### config.mk
export PLATFORM = sky130hd
export DESIGN_NAME = led_scan_ctrl
export DESIGN_NICKNAME = d
export VERILOG_FILES = /design/src/rtl/led_scan_pkg.sv /design/src/rtl/led_scan_timer.sv /design/src/rtl/led_scan_ctrl.sv
export SDC_FILE = /design/constraint.sdc
export NUM_CORES = 1
export LEC_CHECK = 0
export CELL_PAD_IN_SITES_DETAIL_PLACEMENT = 1
export CELL_PAD_IN_SITES_GLOBAL_PLACEMENT = 2
export CORE_ASPECT_RATIO = 0.6
export CORE_UTILIZATION = 30
export CTS_BUF_LIST = sky130_fd_sc_hd__clkbuf_4 sky130_fd_sc_hd__clkbuf_8
export DETAILED_ROUTE_END_ITERATION = 10
export PLACE_DENSITY_LB_ADDON = 0.1
export SYNTH_ARGS = -nofsm -noshare
export SYNTH_HDL_FRONTEND = slang
export SYNTH_HIERARCHICAL = 1
export SYNTH_SLANG_ARGS = --single-unit
### constraint.sdc
create_clock -name i2s_clk -period 2.1 [get_ports i2s_clk]
set_input_delay 0.315 -clock i2s_clk [delete_from_list [all_inputs] [get_ports i2s_clk]]
set_output_delay 0.315 -clock i2s_clk [all_outputs]
set_load 0.03 [all_outputs]
### src/rtl/led_scan_pkg.sv
// Shared types, default timing constants and width helpers for the LED row-scan scheduler.
package led_scan_pkg;

   typedef enum logic [1:0] {
      IDLE   = 2'd0,
      BLANK  = 2'd1,
      SETTLE = 2'd2,
      ON     = 2'd3
   } scan_state_t;

   localparam int unsigned ROW_W_DEF         = 6;
   localparam int unsigned BLANK_CYCLES_DEF  = 4;
   localparam int unsigned SETTLE_CYCLES_DEF = 2;
   localparam int unsigned ON_MULT_DEF       = 4;
   localparam int unsigned WDOG_CYCLES_DEF   = 65535;

   // Width that holds 255*on_mult without truncation.
   function automatic int unsigned on_timer_w(input int unsigned on_mult);
      return 32'd8 + 32'($clog2(on_mult));
   endfunction

   // Shared timer must also hold the BLANK and SETTLE load values.
   function automatic int unsigned timer_w(input int unsigned blank_cycles,
                                           input int unsigned settle_cycles,
                                           input int unsigned on_mult);
      int unsigned w;
      w = on_timer_w(on_mult);
      if (32'($clog2(blank_cycles + 32'd1)) > w)  w = 32'($clog2(blank_cycles + 32'd1));
      if (32'($clog2(settle_cycles + 32'd1)) > w) w = 32'($clog2(settle_cycles + 32'd1));
      return w;
   endfunction

endpackage

### src/rtl/led_scan_timer.sv
// Loadable down-counter shared by the BLANK, SETTLE and ON phases; expired_c marks the last cycle.
module led_scan_timer #(
   parameter int unsigned W = 10
) (
   input  logic         i2s_clk,
   input  logic         rst,
   input  logic         load,
   input  logic [W-1:0] load_val,
   output logic         expired_c
);

   logic [W-1:0] count;

   always_ff @(posedge i2s_clk) begin
      if (rst) begin
         count <= '0;
      end else if (load) begin
         count <= load_val;
      end else if (count != '0) begin
         count <= count - W'(1);
      end
   end

   // A load of V keeps the phase alive for exactly V cycles.
   assign expired_c = (count == W'(1));

endmodule

### src/rtl/led_scan_ctrl.sv
// LED panel row-scan scheduler: blank, change row, settle, then light for brightness*ON_MULT cycles.
// Optional watchdog stall enabled by defining LED_SCAN_WATCHDOG_EN.
module led_scan_ctrl
   import led_scan_pkg::*;
#(
   parameter int unsigned ROW_W         = ROW_W_DEF,
   parameter int unsigned BLANK_CYCLES  = BLANK_CYCLES_DEF,
   parameter int unsigned SETTLE_CYCLES = SETTLE_CYCLES_DEF,
   parameter int unsigned ON_MULT       = ON_MULT_DEF,
   parameter int unsigned WDOG_CYCLES   = WDOG_CYCLES_DEF
) (
   input  logic             i2s_clk,
   input  logic             rst,
   input  logic             lat_in,
   input  logic [ROW_W-1:0] row_in,
   input  logic [7:0]       brightness,
   output logic [ROW_W-1:0] row_addr,
   output logic             led_oe,
   output logic             busy,
   output logic             frame_start,
   output logic             overrun,
   output logic             stall
);

   localparam int unsigned TW = timer_w(BLANK_CYCLES, SETTLE_CYCLES, ON_MULT);

   scan_state_t      state, state_nxt;
   logic [ROW_W-1:0] cap_row, cap_row_nxt, row_addr_nxt;
   logic [7:0]       cap_bri, cap_bri_nxt;
   logic             led_oe_nxt, busy_nxt, frame_start_nxt, overrun_nxt;
   logic             tmr_load_c, tmr_expired_c, wdog_trip_c;
   logic [TW-1:0]    tmr_val_c;

   led_scan_timer #(.W(TW)) u_timer (
      .i2s_clk   (i2s_clk),
      .rst       (rst),
      .load      (tmr_load_c),
      .load_val  (tmr_val_c),
      .expired_c (tmr_expired_c)
   );

`ifdef LED_SCAN_WATCHDOG_EN
   localparam int unsigned WW = $clog2(WDOG_CYCLES + 1);
   logic [WW-1:0] wdog_cnt;

   // Trip on the cycle the counter reaches WDOG_CYCLES, then hold until a latch.
   assign wdog_trip_c = !lat_in && (stall || (wdog_cnt == WW'(WDOG_CYCLES - 1)));

   always_ff @(posedge i2s_clk) begin
      if (rst) begin
         wdog_cnt <= '0;
         stall    <= 1'b0;
      end else begin
         stall <= wdog_trip_c;
         if (lat_in) begin
            wdog_cnt <= '0;
         end else if (wdog_cnt != WW'(WDOG_CYCLES)) begin
            wdog_cnt <= wdog_cnt + WW'(1);
         end
      end
   end
`else
   logic unused_wdog;
   assign unused_wdog = ^WDOG_CYCLES;
   assign wdog_trip_c = 1'b0;
   assign stall       = 1'b0;
`endif

   // State register.
   always_ff @(posedge i2s_clk) begin
      if (rst) state <= IDLE;
      else     state <= state_nxt;
   end

   // Next state, timer control and next registered outputs; a new latch always wins.
   always_comb begin
      state_nxt       = state;
      cap_row_nxt     = cap_row;
      cap_bri_nxt     = cap_bri;
      row_addr_nxt    = row_addr;
      led_oe_nxt      = led_oe;
      frame_start_nxt = 1'b0;
      overrun_nxt     = 1'b0;
      tmr_load_c      = 1'b0;
      tmr_val_c       = '0;

      if (lat_in) begin
         cap_row_nxt     = row_in;
         cap_bri_nxt     = brightness;
         tmr_load_c      = 1'b1;
         tmr_val_c       = TW'(BLANK_CYCLES);
         state_nxt       = BLANK;
         led_oe_nxt      = 1'b1;
         frame_start_nxt = (row_in == '0);
         overrun_nxt     = (state == SETTLE) || (state == ON);
      end else begin
         case (state)
            BLANK: begin
               if (tmr_expired_c) begin
                  row_addr_nxt = cap_row;
                  tmr_load_c   = 1'b1;
                  tmr_val_c    = TW'(SETTLE_CYCLES);
                  state_nxt    = SETTLE;
               end
            end
            SETTLE: begin
               if (tmr_expired_c) begin
                  if (cap_bri == 8'd0) begin
                     state_nxt  = IDLE;
                     led_oe_nxt = 1'b1;
                  end else begin
                     tmr_load_c = 1'b1;
                     tmr_val_c  = TW'(cap_bri) * TW'(ON_MULT);
                     state_nxt  = ON;
                     led_oe_nxt = 1'b0;
                  end
               end
            end
            ON: begin
               if (tmr_expired_c) begin
                  state_nxt  = IDLE;
                  led_oe_nxt = 1'b1;
               end
            end
            default: begin
               led_oe_nxt = 1'b1;
            end
         endcase
         if (wdog_trip_c) begin
            state_nxt  = IDLE;
            led_oe_nxt = 1'b1;
         end
      end

      busy_nxt = (state_nxt != IDLE);
   end

   // Registered outputs and captured latch payload.
   always_ff @(posedge i2s_clk) begin
      if (rst) begin
         cap_row     <= '0;
         cap_bri     <= '0;
         row_addr    <= '0;
         led_oe      <= 1'b1;
         busy        <= 1'b0;
         frame_start <= 1'b0;
         overrun     <= 1'b0;
      end else begin
         cap_row     <= cap_row_nxt;
         cap_bri     <= cap_bri_nxt;
         row_addr    <= row_addr_nxt;
         led_oe      <= led_oe_nxt;
         busy        <= busy_nxt;
         frame_start <= frame_start_nxt;
         overrun     <= overrun_nxt;
      end
   end

endmodule

# == Yosys cells after proc, flatten, opt, wreduce, memory -nomap -nowiden ==
# Cells that the tools add are included.
# totals
out_inout_bits,11
elab_cells,50
ff_bits,36
# op_classes
n_reduce_logical,10
n_addsub,1
n_mux,22
n_eq_ne,6
bitwise_logic,2
# op_table
operator,count
10-bit two-way mux,5
10-bit one-hot mux with 2 select lines,1
2-bit two-way mux,6
10-bit by 1-bit equality test with 1-bit output (second input constant),1
10-bit nonzero test,1
10-bit by 1-bit subtractor with 10-bit output (second input constant),1
8-bit logical NOT,1
1-bit two-way mux,7
6-bit logical NOT,1
2-bit one-hot mux with 3 select lines,1
3-bit AND reduction,2
2-bit equality test (second input constant),2
2-bit inequality test (second input constant),2
2-bit nonzero test,2
2-bit OR reduction,2
1-bit one-hot mux with 3 select lines,1
2-bit by 1-bit equality test with 1-bit output (second input constant),1
1-bit NOT,2
1-bit one-hot mux with 2 select lines,1
1-bit logical OR,1

# == Longest topological paths before layout ==
# depth
word_depth,6
depth_mapped,11
depth_no_buf,9

# == By module ==
# Netlist, hierarchy kept.
# modules_own_cells
mod,cells_each,n_inst,area_per_inst_um2,seq_area_each_um2
led_scan_ctrl,122,1,1174.9,520.5
led_scan_timer,72,1,608.1,200.2

# == Worst setup path after synthesis ==
# OpenSTA, ideal clock, no wires.
# synth_path
kind,reg2reg
start,reg u_timer.count[4]
end,reg u_timer.count[6]
path_stages_with_launch,10
period_less_slack_ps,2269
required_time_ps,1981
arrival_time_ps,2150
n_path_buf,2
path_slack_ps,-169
path_cell_list,dfxtp_1 -> nor4_4 -> and2_2 -> and3_1 -> clkbuf_1 -> o211ai_1 -> nand2b_1 -> inv_1 -> clkbuf_1 -> o221a_2
# synth_via
elab_chain_len,5
elab_cells_between_ends,13
cone_classes,add/sub (1); eq/ne (1); mux (9); reduce/logical (2)
# synth_lines
item,line,text
start: declaration,led_scan_timer.sv:12,logic [W-1:0] count;
start signal: assignment,led_scan_timer.sv:18,count <= load_val;
start signal: assignment,led_scan_timer.sv:20,count <= count - W'(1);
10-bit by 1-bit equality test with 1-bit output *,led_scan_timer.sv:25,assign expired_c = (count == W'(1));
named net tmr_expired_c,led_scan_ctrl.sv:31,"logic tmr_load_c, tmr_expired_c, wdog_trip_c;"
"1-bit two-way mux, on equally long branches","led_scan_ctrl.sv:107, led_scan_ctrl.sv:99",
1-bit one-hot mux with 2 select lines *,led_scan_ctrl.sv:97,case (state)
1-bit two-way mux *,led_scan_ctrl.sv:87,if (lat_in) begin
named net tmr_load_c,led_scan_ctrl.sv:31,
10-bit two-way mux / 2-bit nonzero test (equally long branches),-,
# Mark *: on every way through the listed nets, which the timed path passes. The rest lies on a longest branch. The select of a mux whose other input is x is not followed.
# A chain may end at the register's enable or synchronous reset.

# == Worst setup path after layout ==
# layout_path
start,reg u_timer.count[4]
end,reg u_timer.count[4]
# Same word-level chain as after synthesis.

==> run summary <==
Synth area leaders: dfxtp_1 (40%), mux2i_1 (12%), nor2_1 (8.4%), ha_1 (4.2%), nor4_4 (3.6%)
Crit. End Element: flip-flop
RSZ-0062 raised after global routing: true
Syn Inst Count: 194
Die area: 6270 um^2
Post-CTS Hold Fix Bufs: 0
Delay-heaviest family, CP: simple AND/OR/NAND/NOR gates
Post-DP Area: 2210 um^2
Top FF cell, synth: dfxtp_1
Overall die height: 61.7 um
Fraction of layout cells with a size suffix above 1: 0.208
Gpl congestion: 0.781
Number of enable flip-flop cells after synthesis: 0
Period minus WS final: 2.03 ns
Slew Limit Fails: 0
Leak: 0.996 nW
CTS sink count: 36
Largest area contributor in the synthesized netlist: dfxtp_1
Hpwl dp: 3720 um
Final period util: 0.967
WP data required: 2.32 ns
Worst-path fanout max: 6
Clock power frac: 0.287
Combinational power share: 0.263
H-tree depth: 2
Num ports: 28
CP most frequent cell: buf_4
Nets@finish: 262
CP max stage delay: 0.34 ns
Cell Pwr Density: 736 nW/um^2
Avg Inst Size Synth: 9.19 um^2
TritonCTS clock tree: yes
Max cap viols: 0
Top cell type's share of synthesized area: 0.404
Global-route wire length before repair: 7770 um
Setup-failing EPs final: 0
Synthesized cell area: 1780 um^2
Diode count: 0
Pwr Total: 1.73 mW
Multiplexer share of the synthesized area: 0.118
Row count: 21
CP cell instances: nor4_4, and2_4, and3_2, o211ai_1, nand2b_1, buf_4, buf_4, a21oi_1, o31a_2, nor3_1
Pre-Repair DR Iteration Count: 4
Status: completed
CP bufs+invs: 2
Worst EP arrival: 2.25 ns
CTS root buf: clkbuf_8
Main combinational cell family by area after synthesis: simple AND/OR/NAND/NOR gates
Register area share after synthesis: 0.404
Xor-xnor portion of the synthesized cell area: 0.0196
#FFs+latches synth: 36
Total grt overflow: 0
Slowest cell on the critical path: dfxtp_1
CP Depth: 10
Drt wl/cell: 15.5 um
CTS buffer count: 5
Initial antenna violation count: 0
Adder-Cell Fraction of Synth Area: 0.0421
Sw Share: 0.317
CP Class: flip-flop to flip-flop
Worst setup SP type: flip-flop
Placeable Area: 5650 um^2
GRT Total Usage: 0.169
Max Buffers Root-to-Sink: 2
Largest net degree at the start of global routing: 15
Clock transition at path regs: 0.08 ns
Post-synthesis compound-gate area fraction: 0.104
Vias in the first global route: 1514
Drt drc: 0
Worst Reg-to-Reg Cells: 10
Layout area overhead: 32.1%
Buffers added on ports: 26
Synth warnings: 6
Peak supply drop: 0.000227 V
DRT antenna net count: 0
Fin area: 2350 um^2
FFs w/ async S/R, synth: 0
Simple-Gate Fraction of Synth Area: 0.272
Hold Path Class: flip-flop to flip-flop
1st-iter DRT viols: 53
Clock Latency Late Sink: 0.29 ns
Initial Utilization: 0.316
Fmax: 492 MHz
Worst Skew: 0.00549 ns
Final hold vios: 0
Die Wd: 102 um
Share of power burned in registers: 0.450
Yosys cell types: 46
Routed Wire Length: 4970 um
Int Power: 1.18 mW
Psw: 0.549 mW
Hold-critical path depth: 1
Via density: 4.75
Vias: 1520
[worst paths after layout]
kind | start | to | slack (ns)
max | u_timer/count[4] | u_timer/count[4] | 0.07
min reg2reg | led_oe | led_oe | 0.48
max reg2reg | u_timer/count[4] | u_timer/count[4] | 0.07
min | led_oe | led_oe | 0.48
[worst register-to-register path, delay by kind of cell (launching register included)]
kind                   cells  cell delay, ns
DFF                        1            0.34
buffers and inverters      2            0.30
AOI/OAI and AO/OA          3            0.27
and+or+nand+nor            5            1.05
[stage by stage]
stage	cells	hold WS, ns	utilization	TNS [ns]	worst slack [ns]
after global placement	306	0.459	0.391	0	0.0606
after global routing	320	0.506	0.417	-0.260	-0.0481
after floorplan	195	0.384	-	0	0.0171
final	320	0.477	0.417	0	0.0684
after CTS	315	0.487	0.409	0	0.0240
after detailed placement	306	0.466	0.391	-0.257	-0.0826
[cell type report]
type / count / area (um^2)
Clock buffer: 5 / 68.8
Clock inverter: 3 / 18.8
Fill cell: 668 / 3290
Inverter: 8 / 33.8
Multi-Input combinational cell: 143 / 1010
Sequential cell: 36 / 724
Tap cell: 80 / 100
Timing Repair Buffer: 44 / 395
Timing Repair inverter: 1 / 7.51
[state kept, by name, summed over array words and instances, names as in the netlist]
name / count
u_timer/count: 10
cap_bri: 8
cap_row: 6
row_addr: 6
state: 2
busy: 1
frame_start: 1
led_oe: 1
overrun: 1
[cells in the mapped netlist (4+ instances only)]
master,instances
inv_1,8
ha_1,6
nand3_1,4
dfxtp_1,36
clkbuf_1,4
nor2_1,40
nand2_1,10
a21oi_1,5
o21ai_0,5
nor3_1,4
mux2i_1,21
and2_1,5
xnor2_1,4
[power groups by stage]
stage,Combinational [mW],Clock (mW),Sequential [mW]
after floorplan,0.281,0,0.791
after global placement,0.404,0,0.791
after detailed placement,0.417,0,0.794
after CTS,0.428,0.523,0.779
after global routing,0.499,0.542,0.787
final,0.455,0.498,0.780
[metal layers]
layer,vias up,wire length (um),GRT usage
li1,767,-,-
met1,723,2560,0.234
met2,25,2180,0.270
met3,5,186,0.0336
met4,0,48,0.0497
met5,-,0,0
[layout by cell type (no fill, tap or decap), drive strengths merged, types with 2 or more instances in the layout]
cell type	instances
ha	6
dfxtp	36
xnor2	4
nor3	5
clkinvlp	2
a21oi	5
clkinv	3
nor4	5
clkbuf	5
clkdlybuf4s50	26
or2	2
conb	2
buf	18
or4	3
nand3	5
nand2	10
o21ai	6
nor2	40
mux2i	21
and2	7
inv	7
[cells by family (layout without fill, tap and decap cells)]
family	after synthesis	count (layout)
buffers and inverters	16	61
flip-flops	36	36
XOR/XNOR	4	4
AND/OR/NAND/NOR	86	86
other	1	2
adder cells (fa/ha/maj)	6	6
multiplexers	21	21
AO/OA/AOI/OAI	24	24
[repair_timing]
item / CTS / global route
gates cloned: 0 / 1
endpoints found under the hold margin: 0 / 0
setup buffers: 1 / 4
pin swaps: 1 / 3
gates resized for setup: 2 / 6
setup endpoints to repair: 7 / 7
Note: power is estimated with default switching activity, not from simulation.
